### config.mk
export PLATFORM = sky130hd
export DESIGN_NAME = tx_frame_serializer
export DESIGN_NICKNAME = d
export VERILOG_FILES = /design/src/rtl/tx_frame_serializer.sv
export SDC_FILE = /design/constraint.sdc
export NUM_CORES = 1
export LEC_CHECK = 0
export ABC_AREA = 1
export ABC_CLOCK_PERIOD_IN_PS = 2500
export CAP_MARGIN = 20
export CORE_ASPECT_RATIO = 0.6
export CORE_MARGIN = 2
export CORE_UTILIZATION = 55
export DETAILED_ROUTE_END_ITERATION = 7
export GPL_TIMING_DRIVEN = 1
export MAX_ROUTING_LAYER = met4
export PLACE_DENSITY = 0.76
export SYNTH_ARGS = -nofsm -noshare
export SYNTH_HDL_FRONTEND = slang
export SYNTH_SLANG_ARGS = --single-unit
### constraint.sdc
create_clock -name Clk -period 2.5 [get_ports Clk]
set_input_delay 0.5 -clock Clk [delete_from_list [all_inputs] [get_ports Clk]]
set_output_delay 0.5 -clock Clk [all_outputs]
set_load 0.05 [all_outputs]
### src/rtl/tx_frame_serializer.sv
// Serial frame transmitter: preamble, length header, scrambled SERVICE/payload/pad, zero tail.
// Optional header parity bit when TX_HDR_PARITY_EN is defined.
module tx_frame_serializer #(
   parameter int         PREAMBLE_LEN = 12,
   parameter int         LEN_W        = 12,
   parameter int         PAD_W        = 3,
   parameter int         SERVICE_LEN  = 16,
   parameter int         TAIL_LEN     = 6,
   parameter logic [6:0] SEED         = 7'h6F
) (
   input  logic             Clk,
   input  logic             Reset,
   input  logic             Enable,
   input  logic             start,
   input  logic [LEN_W-1:0] len,
   input  logic [PAD_W-1:0] num_pads,
   input  logic             data_in,
   input  logic             data_valid,
   output logic             data_ready,
   output logic             y,
   output logic             y_valid,
   output logic             busy,
   output logic             done
);

`ifdef TX_HDR_PARITY_EN
   localparam int HDR_LEN = LEN_W + 1;
`else
   localparam int HDR_LEN = LEN_W;
`endif
   localparam int CW = LEN_W + 3;

   typedef enum logic [2:0] {
      IDLE, PREAMBLE, HEADER, SERVICE, DATA, PAD, TAIL
   } state_t;

   state_t           state, state_nxt;
   logic [CW-1:0]    cnt, cnt_inc;
   logic [LEN_W-1:0] len_q, hdr_sr;
   logic [PAD_W-1:0] pads_q;
   logic [6:0]       lfsr;
   logic             fb, scr, cnt_adv, bit_in;
   logic [CW-1:0]    data_bits, pad_bits;

   assign cnt_inc    = cnt + CW'(1);
   assign data_bits  = {len_q, 3'b000};
   assign pad_bits   = CW'({pads_q, 3'b000});
   assign fb         = lfsr[6] ^ lfsr[3];
   assign busy       = (state != IDLE);
   assign data_ready = (state == DATA);

   always_comb begin
      state_nxt = state;
      cnt_adv   = 1'b0;
      scr       = 1'b0;
      bit_in    = 1'b0;
      y         = 1'b0;
      y_valid   = 1'b0;
      case (state)
         IDLE: if (start) state_nxt = PREAMBLE;
         PREAMBLE: begin
            y       = 1'b1;
            y_valid = 1'b1;
            cnt_adv = 1'b1;
            if (cnt == CW'(PREAMBLE_LEN - 1)) state_nxt = HEADER;
         end
         HEADER: begin
            y_valid = 1'b1;
            cnt_adv = 1'b1;
            y       = hdr_sr[LEN_W-1];
`ifdef TX_HDR_PARITY_EN
            if (cnt == CW'(LEN_W)) y = ^len_q;
`endif
            if (cnt == CW'(HDR_LEN - 1)) state_nxt = SERVICE;
         end
         SERVICE: begin
            scr     = 1'b1;
            y_valid = 1'b1;
            cnt_adv = 1'b1;
            if (cnt == CW'(SERVICE_LEN - 1))
               state_nxt = (len_q != '0) ? DATA : (pads_q != '0) ? PAD : TAIL;
         end
         DATA: begin
            // stalls freeze counter and scrambler so no bit is dropped
            if (data_valid) begin
               scr     = 1'b1;
               y_valid = 1'b1;
               cnt_adv = 1'b1;
               bit_in  = data_in;
               if (cnt_inc == data_bits) state_nxt = (pads_q != '0) ? PAD : TAIL;
            end
         end
         PAD: begin
            scr     = 1'b1;
            y_valid = 1'b1;
            cnt_adv = 1'b1;
            if (cnt_inc == pad_bits) state_nxt = TAIL;
         end
         TAIL: begin
            y_valid = 1'b1;
            cnt_adv = 1'b1;
            if (cnt == CW'(TAIL_LEN - 1)) state_nxt = IDLE;
         end
         default: state_nxt = IDLE;
      endcase
      if (scr) y = bit_in ^ fb;
   end

   always_ff @(posedge Clk) begin
      if (Reset) begin
         state  <= IDLE;
         cnt    <= '0;
         len_q  <= '0;
         pads_q <= '0;
         hdr_sr <= '0;
         lfsr   <= SEED;
         done   <= 1'b0;
      end else if (!Enable) begin
         // abort like reset, but the scrambler is left alone (reloaded at SERVICE anyway)
         state  <= IDLE;
         cnt    <= '0;
         len_q  <= '0;
         pads_q <= '0;
         hdr_sr <= '0;
         done   <= 1'b0;
      end else begin
         state <= state_nxt;
         done  <= (state == TAIL) && (state_nxt == IDLE);
         if (state_nxt != state) cnt <= '0;
         else if (cnt_adv)       cnt <= cnt_inc;
         if (state == IDLE && start) begin
            len_q  <= len;
            pads_q <= num_pads;
            hdr_sr <= len;
         end else if (state == HEADER) begin
            hdr_sr <= {hdr_sr[LEN_W-2:0], 1'b0};
         end
         if (state == HEADER && state_nxt == SERVICE) lfsr <= SEED;
         else if (scr)                                lfsr <= {lfsr[5:0], fb};
      end
   end

endmodule

==> impl_metrics.ini <==
[status]
outcome = complete, no violations

[sta]
fin_crit_sh = 0.944
report.final.slew_viol_count = 0
finalHoldViolCount = 0
hold_ws_ns = 0.468
tns_ns = 0
timing.slew.headroom = 0.666
fmax_mhz = 424
tightestPinTransition_ns = 0.500
setup_ws_ns = 0.140
fin_crit_ns = 2.36
clock_skew_ns = 0.00679
setup_violations = 0

[power_and_ir_drop]
power_leakage_uw = 0.00157
p_int_uw = 1260
p_sw_uw = 460
comb_power_share = 0.136
power_uw = 1720
seqPwrFrac = 0.513
powerDensity_nw_per_um2 = 449
p_sw_frac = 0.268
pwr-share-clk = 0.351
ir_worst_vdd_v = 0.000342

[placed_design]
gp_congestion = 0.964
pre_cts_ws_ns = 0.0593
io_buffer_count = 25
hpwl_mm = 6.10

[floorplan]
start_util = 0.573
dieArea_um2 = 6480
row_count = 21
io_pins = 26
die_h_um = 63.2
dieWidth_um = 103
fp.coreArea_um2 = 5600

[yosys]
synth.distinct_cells = 30
synth_seq_area_share = 0.331
synth-simple-area-share = 0.411
synth.net_count = 508
yosys.area.top_type_share = 0.331
synth.largest_area_cell = dfxtp_1
ys_ff_latch = 53
synthXorXnorAreaFrac = 0.0136
async_flop_share = 0
synthTopCellsByArea = dfxtp_1, nand2_1, o21ai_0
synthAdderAreaFrac = 0.00780
avgSynthCellArea_um2 = 6.62
synthMuxAreaShare = 0
yosys_warnings = 0
synth_compound_area_frac = 0.146
syn_area_um2 = 3210
yosys_most_used_dff = dfxtp_1
synth_top_family_by_area = simple AND/OR/NAND/NOR gates
postSynthCellCount = 485
synth-edff-count = 0

[worst_setup_path]
worstSetupPathType = reg -> reg
start_kind = flop
r2r_start = cnt[0]
cp-startpoint = cnt[0]
critPathCaptureType = flop
crit_fanout = 11
cp.arrival_ns = 2.62
required_ns = 2.76

[cells_and_area]
final_common_cell = nand2_1
layout_common_cells = nand2_1, inv_1, dfxtp_1
final_nets = 539
drive_above_1_share = 0.170
antenna_cells = 0
fill_cells = 495
syn_to_final_growth_pct = 19.3

[cts]
cts_root_buf = clkbuf_8
clkSinkCount = 53
clock_path_buffers = 2
htreeDepth = 2
numCtsBuffers = 5
clk_latency_ns = 0.31
hold_buffers = 0
cts_tree = done
path_clk_slew_ns = 0.10

[global_route]
grt_max_degree = 30
grtUsageTotal = 0.270
antenna_found_initial = 0
gr-total-overflow = 0
grt_pass1_vias = 2855
grt_pass1_wl_mm = 13.4

[drt]
via_per_inst = 5.38
wl_per_cell_um = 13.7
routed_wl_mm = 8.20
drc = 0
ant_nets = 0
detail_route.first_pass.iterations = 4
drt_iter0_markers = 268
num_vias = 3211

[min_path]
hp-class = reg -> reg
hp-start = lfsr[5]

[job]
max_cap_viol_count = 0
critical path, stage by stage (launching register included):
cell and delay, ns:
dfxtp_4 0.37, ha_4 0.17, nand2_2 0.11, nor2_4 0.04, buf_12 0.14, nand2_1 0.07
nand2_1 0.08, nand2_2 0.08, nand2_1 0.07, nor2_2 0.11, nand3b_1 0.10, nor2_2 0.17
nor2_1 0.06, nor2_1 0.12, nand2_2 0.09, a21oi_4 0.17, buf_12 0.14, nand2_8 0.11
nor2_4 0.10
per-layer routing:
layer / wire length [um] / track usage / vias to the layer above
met1: 4080 / 0.402 / 1464
li1: - / - / 1634
met4: 66 / 0.0550 / 0
met3: 655 / 0.0522 / 5
met2: 3400 / 0.379 / 108
met5: 0 / - / -
synthesized netlist by cell type (2+ instances only):
cell type / n
nor2_2: 10
nand3_1: 38
a21oi_1: 40
nor2_4: 12
dfxtp_1: 53
nor3_1: 4
nand2_2: 10
clkinv_1: 2
o21ai_0: 47
xor2_1: 4
nand4_1: 14
ha_1: 2
nor2_1: 33
inv_2: 2
clkbuf_1: 11
buf_6: 2
nand2_1: 134
nand3_2: 6
inv_1: 50
power groups by stage:
stage	sequential, uW	clock (uW)	combinational [uW]
floorplan	896	0	145
global placement	901	0	216
detailed placement	901	0	217
CTS	881	610	219
global route	885	647	259
finish	881	603	234
final timing paths:
check	to	slack, ns	depth (start not counted)
max	cnt[1]	0.14	18
min	lfsr[5]	0.47	2
max reg2reg	cnt[1]	0.14	18
min reg2reg	lfsr[5]	0.47	2
cell type report:
type                    instances  area [um2]  area share
clock buffers                   6        72.6      0.0190
clock inverters                 2        38.8      0.0101
inverters                      54         203      0.0530
multi-input cells             364        1960       0.511
flip-flops and latches         53        1070       0.280
well taps                      80         100      0.0262
repair buffers                 38         387       0.101
state kept, by name, summed over array words and instances (netlist names):
name    cells
cnt        15
pads_q      3
state       3
done        1
len_q      12
hdr_sr     12
lfsr        7
stage by stage:
| step | std cells | area [um2] | utilization |
|---|---|---|---|
| floorplan | 485 | 3210 | - |
| global placement | 585 | 3560 | 0.637 |
| detailed placement | 585 | 3560 | 0.637 |
| CTS | 593 | 3670 | 0.657 |
| global route | 597 | 3830 | 0.684 |
| finish | 597 | 3830 | 0.684 |
timing repair:
action	CTS	global route
resized for setup	0	29
setup buffers	0	3
setup endpoints to repair	0	17
cell families (layout without fill, tap and decap cells):
kind of cell | count (synthesis) | in the layout
XOR/XNOR | 5 | 5
flip-flops | 53 | 53
buffers and inverters | 69 | 100
AO/OA/AOI/OAI | 90 | 90
AND/OR/NAND/NOR | 266 | 267
adder cells (fa/ha/maj) | 2 | 2
Power figures use the tool's default switching activity.
==> patch: new RTL, same settings <==
Set the parameter `LEN_W` to 8 (it was 12).
--- a/src/rtl/tx_frame_serializer.sv
+++ b/src/rtl/tx_frame_serializer.sv
@@ -4,3 +4,3 @@
    parameter int         PREAMBLE_LEN = 12,
-   parameter int         LEN_W        = 12,
+   parameter int         LEN_W        = 8,
    parameter int         PAD_W        = 3,
Ports: changed (resized len); port bits go from 26 to 22. The function was not compared with the original's and may differ.
==> patch against the original RTL <==
Synthesized cell count fell by 20%. Area after synthesis fell by 23%. Utilization rose by 2.1 points. Sequential cell count fell by 12. Routed wire length fell by 19%. Worst setup slack got worse by 0.034 ns. Hold slack got worse by 0.010 ns. Power fell by 18%. Cell area fell by 22%. Cell count fell by 20%. Global-route usage rose by 1.9 points. Critical path type is now reg2out. Maximum frequency fell by 1.4%.
==> patch: results (changes against the original RTL) <==
Max IR drop VDD 0.284 mV (was 0.342 mV); synth unique cells 30 (unchanged); nets 436 (was 539); GRT Resource Usage Total 28.9% (was 27.0%); register clock-pin slew on the reported worst setup and hold paths 0.08 ns (was 0.10 ns); drt first pass iters 5 (was 4); layout cells sized above 1 14.4% (was 17.0%); Yosys Warn Count 0 (unchanged); root buffer cell clkbuf_8 (unchanged); port bufs 21 (was 25); latest clock arrival within the worst-skew pair 0.30 ns; first-iteration detailed-routing DRC count 190 (was 268); largest net degree at the start of global routing 23 (was 30); Post-Syn Nets 406 (was 508); commonest cells in the netlist nand2_1 (104), dfxtp_1 (41), inv_1 (41) (was nand2_1 (134), dfxtp_1 (53), inv_1 (50)); clk_skew 0.00437 ns (was 0.00679 ns); vias per cell 5.50 (was 5.38); vias in the first global route 2,366 (was 2,855); HPWL after detailed placement 5200 um (was 6100 um); status completed (unchanged); Finished Layout Cells 477 (was 597); Worst-Margin Slew 0.490 ns (was 0.500 ns); setup slack at placement 0.141 ns (was 0.0593 ns); gpl congestion 0.930 (was 0.964); top cell type's share of synthesized area 33.0% (was 33.1%); H-tree depth 2 (unchanged); initial antenna violation count 0 (unchanged); Seq/Total Area, Yosys 33.0% (was 33.1%); drt total wl 6640 um (was 8200 um); Filler cells 386 (was 495); placed cell count 470 (was 585); Static Leak 1.20 nW (was 1.57 nW); top cells by area, synth dfxtp_1 (33%), nand2_1 (16%), nand3_1 (7.7%), o21ai_0 (6.6%), inv_1 (6.2%) (was dfxtp_1 (33%), nand2_1 (16%), o21ai_0 (7.3%), a21oi_1 (6.2%), nand3_1 (5.9%)); TritonCTS buffer count 5 (unchanged); top flop regs cnt (11), hdr_sr (8), len_q (8) (was cnt (15), hdr_sr (12), len_q (12)); Antenna Diode Count 0 (unchanged); worst-path maximum fanout 9 (was 11); first-pass GRT wire length 11,300 um (was 13,400 um); worst min path class reg2reg (unchanged); Mapped Cells 387 (was 485)
-- patch: path summary, 6_finish.rpt --
check        slack (ns)                   end                 start  depth (start not counted)
min reg2reg        0.46  lfsr[2]$_SDFFE_PP1P_  lfsr[2]$_SDFFE_PP1P_                          2
min                0.46  lfsr[2]$_SDFFE_PP1P_  lfsr[2]$_SDFFE_PP1P_                          2
max                0.11                  busy   state[2]$_SDFF_PP0_                          3
max reg2reg        0.25   cnt[8]$_SDFFE_PP0P_   cnt[2]$_SDFFE_PP0P_                         16
-- patch: cell type report --
cell class	count	area, um^2	share of cell area (%)
inverter	47	176	5.94
clock inverter	2	35.0	1.18
clock buffer	5	68.8	2.32
multi-input combinational	291	1470	49.6
tap	60	75.1	2.53
sequential	41	822	27.7
timing repair buffer	31	318	10.7
-- patch: cells by family after synthesis --
group | count (synthesis) | share of synthesized area, %
simple gates | 214 | 40.4
compound gates | 69 | 14.6
buf+inv | 55 | 8.92
flops | 41 | 33.0
xor+xnor | 6 | 2.12
fa+ha+maj | 2 | 1.01
-- patch: critical path, stage by stage (launching register included) --
cell             delay (ns)
dfxtp_1                0.41
clkinv_1               0.25
nand2_1                0.13
clkdlybuf4s50_1        0.80
-- patch: metrics by stage --
stage	utilization [%]	area, um^2
after floorplan	-	2480
after global placement	67.2	2830
after detailed placement	67.2	2830
after CTS	69.7	2940
after global routing	70.5	2970
final	70.5	2970
-- patch: routing by layer --
metal	GRT usage, %	vias up	share of wire [%]
met1	43.1	1179	51
met5	-	-	0
met4	10.1	0	1.3
met3	6.78	10	9.5
met2	37.2	118	38
li1	-	1318	-
-- patch: where the power goes --
part	leakage [nW]	switching, mW	total, mW	internal [mW]
Sequential	0.333	0.0139	0.681	0.668
Clock	0.0540	0.246	0.537	0.291
Combinational	0.816	0.107	0.182	0.0749
